--- src/rtl/regfile_mp.sv ---
// Multi-port register file with optional hardwired zero register and per-register pending-write scoreboard.
// Optional same-cycle write-to-read bypass: define REGFILE_WRITE_BYPASS_EN.
module regfile_mp #(
    parameter int DATA_W   = 32,
    parameter int ADDR_W   = 5,
    parameter int NUM_RD   = 2,
    parameter int NUM_WR   = 2,
    parameter int ZERO_REG = 1
) (
    input  logic                     clk,
    input  logic                     rst,
    input  logic [NUM_RD-1:0]        rd_en,
    input  logic [NUM_RD*ADDR_W-1:0] rd_addr,
    output logic [NUM_RD*DATA_W-1:0] rd_data,
    output logic [NUM_RD-1:0]        rd_busy,
    input  logic                     rsv_en,
    input  logic [ADDR_W-1:0]        rsv_addr,
    input  logic [NUM_WR-1:0]        wr_en,
    input  logic [NUM_WR*ADDR_W-1:0] wr_addr,
    input  logic [NUM_WR*DATA_W-1:0] wr_data,
    input  logic                     flush,
    output logic [ADDR_W:0]          busy_cnt
);
    localparam int DEPTH = 1 << ADDR_W;

    logic [DATA_W-1:0] regs [DEPTH];
    logic [DEPTH-1:0]  pend;
    logic [DEPTH-1:0]  pend_nxt;
    logic [ADDR_W:0]   cnt_nxt;

    function automatic logic is_zero(input logic [ADDR_W-1:0] a);
        return (ZERO_REG != 0) && (a == '0);
    endfunction

    // Lowest priority first so later assignments override: write clear, reserve, flush.
    always_comb begin
        pend_nxt = pend;
        for (int j = 0; j < NUM_WR; j++) begin
            if (wr_en[j]) pend_nxt[wr_addr[j*ADDR_W +: ADDR_W]] = 1'b0;
        end
        if (rsv_en && !is_zero(rsv_addr)) pend_nxt[rsv_addr] = 1'b1;
        if (flush) pend_nxt = '0;
        if (ZERO_REG != 0) pend_nxt[0] = 1'b0;
    end

    always_comb begin
        cnt_nxt = '0;
        for (int i = 0; i < DEPTH; i++) begin
            cnt_nxt = cnt_nxt + {{ADDR_W{1'b0}}, pend_nxt[i]};
        end
    end

    // Non-blocking writes in ascending port order: the highest enabled port wins a conflict.
    always_ff @(posedge clk or posedge rst) begin
        if (rst) begin
            for (int i = 0; i < DEPTH; i++) regs[i] <= '0;
            pend     <= '0;
            busy_cnt <= '0;
        end else begin
            for (int j = 0; j < NUM_WR; j++) begin
                if (wr_en[j] && !is_zero(wr_addr[j*ADDR_W +: ADDR_W]))
                    regs[wr_addr[j*ADDR_W +: ADDR_W]] <= wr_data[j*DATA_W +: DATA_W];
            end
            pend     <= pend_nxt;
            busy_cnt <= cnt_nxt;
        end
    end

    for (genvar k = 0; k < NUM_RD; k++) begin : g_rd
        logic [ADDR_W-1:0] ra;
        logic [DATA_W-1:0] rv;
        logic              rb;

        assign ra = rd_addr[k*ADDR_W +: ADDR_W];

        always_comb begin
            rv = regs[ra];
            rb = pend[ra];
`ifdef REGFILE_WRITE_BYPASS_EN
            for (int j = 0; j < NUM_WR; j++) begin
                if (wr_en[j] && (wr_addr[j*ADDR_W +: ADDR_W] == ra)) begin
                    rv = wr_data[j*DATA_W +: DATA_W];
                    rb = pend_nxt[ra];
                end
            end
`endif
            if (rst || !rd_en[k] || is_zero(ra)) begin
                rv = '0;
                rb = 1'b0;
            end
        end

        assign rd_data[k*DATA_W +: DATA_W] = rv;
        assign rd_busy[k]                  = rb;
    end

endmodule
--- config.mk ---
export PLATFORM = sky130hd
export DESIGN_NAME = regfile_mp
export DESIGN_NICKNAME = d
export VERILOG_FILES = /design/src/rtl/regfile_mp.sv
export SDC_FILE = /design/constraint.sdc
export NUM_CORES = 2
export LEC_CHECK = 0
export BUFFER_PORTS_ARGS = -buffer_cell sky130_fd_sc_hd__buf_2
export CAP_MARGIN = 20
export CORE_MARGIN = 1.5
export CORE_UTILIZATION = 50
export CTS_CLUSTER_SIZE = 24
export DETAILED_ROUTE_END_ITERATION = 12
export PLACE_DENSITY_LB_ADDON = 0.3
export REMOVE_ABC_BUFFERS = 1
export SYNTH_ARGS = -nofsm -noshare
export SYNTH_HDL_FRONTEND = slang
export SYNTH_SLANG_ARGS = --single-unit
--- constraint.sdc ---
create_clock -name clk -period 38 [get_ports clk]
set_input_delay 3.8 -clock clk [delete_from_list [all_inputs] [get_ports clk]]
set_output_delay 3.8 -clock clk [all_outputs]
set_load 0.02 [all_outputs]
==> results.md <==
- Status: complete, but fails checks
- Failing checks: DRC
- Die width: 370 µm
- Rel. slew slack: 14.6%
- Achievable frequency: 85.5 MHz
- Worst VDD drop: 0.0372 mV
- Main combinational cell family by area after synthesis: multiplexers
- Reg2Reg Setup Slack: 32690 ps
- Worst-Margin Slew: 1280 ps
- Synth Area in XOR/XNOR: 0.0260%
- Min-delay src: regs[1022]
- Worst-path maximum fanout: 50
- CP endpoint kind: output pin
- Clock sink count: 1061
- Crit Path Class: primary input to output pin
- Final Instance Area: 72900 µm²
- Pin count of the biggest net entering global routing: 167
- Top-area cell type share of the netlist area: 39.3%
- Inserted Clock Buffers: 117
- Internal Power: 2.58 mW
- Synth Area in Simple Gates: 12.1%
- Latest clock arrival within the worst-skew pair: 750 ps
- Vias: 59400
- WP data arrival: 7900 ps
- Clock Skews: 16.2 ps
- First-pass GRT wire length: 392000 µm
- PD cells: 51.8 nW/µm²
- Synthesized flop and latch total: 1061
- Layout cell share with drive strength beyond 1: 15.3%
- Area contributors post-synth: dfrtp_1 (39%), mux2i_1 (17%), mux4_2 (9.1%)
- Initial Util: 50.5%
- Sequential area share after synthesis: 39.3%
- DRC viols: 16
- Seq pwr share: 43.7%
- Die H: 370 µm
- Top FF cell, synth: dfrtp_1
- Ys async rst share: 100%
- Synth warn: 0
- Maxcap violations: 0
- Vias/cell: 6.96
- Cell taking the most area after synthesis: dfrtp_1
- # resized after CTS: 0
- Post-synth cell types: 55
- Vias in the first global route: 56400
- Initial antenna violation count: 20
- Place WS: 26640 ps
- Compound-Gate Fraction of Synth Area: 13.7%
- WP data required: 34200 ps
- Mapped Cells: 7063
- Post-Synth Adder-Cell Area: 0.812%
- # nets final: 6792
- Finish-stage setup viols: 0
- H-tree levels: 3
- Min-Delay Path Depth: 0
- Post-DRT Antenna Nets: 0
- Minimum clock period: 11700 ps
- # port buffers: 168
- WL/cell: 31.6 µm
- Period Utilization, post-route: 30.8%
- Worst reg2reg path endpoint: busy_cnt[4]
- CTS root buf: clkbuf_16
- Clock Power Share: 32.6%
- Comb pwr share: 23.6%
- Lkg Pwr: 34.6 nW
- IO Pins: 169
- Clock-pin slew on the worst setup and hold paths: 60 ps
- Cells on worst reg2reg path: 16
- Remaining global-route overflow: 0
- Clock buffer depth: 3
- Net Sw Frac: 31.5%
- Final-report hold violation count: 0
- Core area: 134000 µm²
- FF-to-FF Start: pend[1]
- CTS tree: done
- Filler cells: 11500
- RSZ-0062 raised after global routing: false
- Detailed Route Iter0 Violations: 9780
- Mapped Area: 67500 µm²
- GRT Overall Usage: 38.8%
- P&R area growth vs syn: 8.02%
- Setup WS post-layout: 26300 ps
- DRT Pass-1 Iters: 12
- Rows: 134
- DRT Wirelength: 270000 µm
- Slew Limit Fails: 0
- Die ar.: 137000 µm²
- P_sw: 1.19 mW
- Area post-placement: 68700 µm²
- EDFF count, synth: 0
- Crit path launch type: primary input
- Post-synthesis mux area share: 28.6%
- Post-CTS setup buffers: 0
- Setup_tns: 0 ps
- Hold path endpoint: regs[1022]
- Worst Hold Class: flop to flop
- Final Util: 54.5%
- RD Place Congestion: 0.959
- Hold buffers post-CTS: 0
- Detail Placement HPWL: 155000 µm
- Syn Area/Cell: 9.55 µm²
==> registers in the layout (all words and copies together) (netlist names) <==
| register | flops |
|---|---|
| busy_cnt | 6 |
| regs | 1024 |
| pend | 31 |
==> metal layers <==
metal	share of wire [%]	track usage (%)	vias up
li1	-	-	24500
met1	36	50.0	29000
met2	42	55.0	4738
met3	15	13.9	1151
met4	7.3	24.9	20
met5	0.073	0.385	-
==> placed cells by master (no fill, tap or decap), drive strengths merged, types with 23 or more instances in the layout <==
master and n:
nand2 1154, mux2i 1129, dfrtp 1061, nor2 629, o21ai 513, a21oi 369
buf 301, mux4 272, a31oi 248, a22oi 190, clkbuf 181, mux2 166
nand3 57, nor2b 48, a32oi 46, nor3 38, a41o 33, o32a 33
inv 33, a211oi 32, o22ai 32, clkinv 25, fa 23
==> worst max-delay path, cell delays in order <==
cell	delay, ps
buf_8	470
buf_4	750
nor4_1	180
nor3_2	870
buf_4	760
nand3_1	150
a32oi_1	490
buf_2	260
==> final cells by class <==
| type | instances | area [µm²] | area share, % |
|---|---|---|---|
| Tap cell | 1768 | 2210 | 3.04 |
| Inverter | 32 | 128 | 0.175 |
| Timing Repair Buffer | 303 | 2060 | 2.83 |
| Clock buffer | 179 | 3620 | 4.96 |
| Sequential cell | 1061 | 26600 | 36.4 |
| Multi-Input combinational cell | 5150 | 37800 | 51.8 |
| Clock inverter | 39 | 505 | 0.694 |
| Antenna cell | 9 | 22.5 | 0.0309 |
==> power groups by stage <==
stage	combinational (mW)	sequential (mW)	clock [mW]
floorplan	0.634	1.58	0
detailed placement	0.872	1.65	0
global route	0.967	1.67	1.28
CTS	0.876	1.63	1.23
finish	0.891	1.65	1.23
global placement	0.844	1.64	0
==> metrics by stage <==
step                hold slack (ps)  std cells  total power [mW]
floorplan                       365       6243              2.21
global placement                381       8305              2.48
detailed placement              386       8311              2.52
CTS                             400       8529              3.74
global route                    411       8536              3.92
finish                          401       8541              3.77
==> cells in the mapped netlist (all sizes together), types with 32 or more instances <==
library cell and number:
a41o 33, nor2b 48, a22oi 190, inv 32
nor3 38, dfrtp 1061, buf 308, nand2 1154
o22ai 32, clkbuf 512, o32a 33, a31oi 248
a21oi 369, a32oi 46, mux2i 1129, nand3 57
mux4 272, mux2 166, nor2 629, o21ai 513
a211oi 32
==> worst max path at each step <==
stage               slack (ps)  cells past startpoint       start          end
floorplan                 4300                      1         rst  busy_cnt[0]
global placement         26670                      8  rd_addr[5]  rd_data[53]
detailed placement       26640                      8  rd_addr[5]  rd_data[53]
CTS                      26640                      8  rd_addr[5]  rd_data[53]
global route             26270                      8  rd_addr[5]  rd_data[53]
finish                   26300                      8  rd_addr[5]  rd_data[53]
==> logic make-up after synthesis <==
logic type      after synthesis
fa+ha+maj                    30
simple gates               2011
flops                      1061
xor+xnor                      2
compound gates             1540
buf+inv                     852
mux                        1567
(Power assumes the default switching activity.)
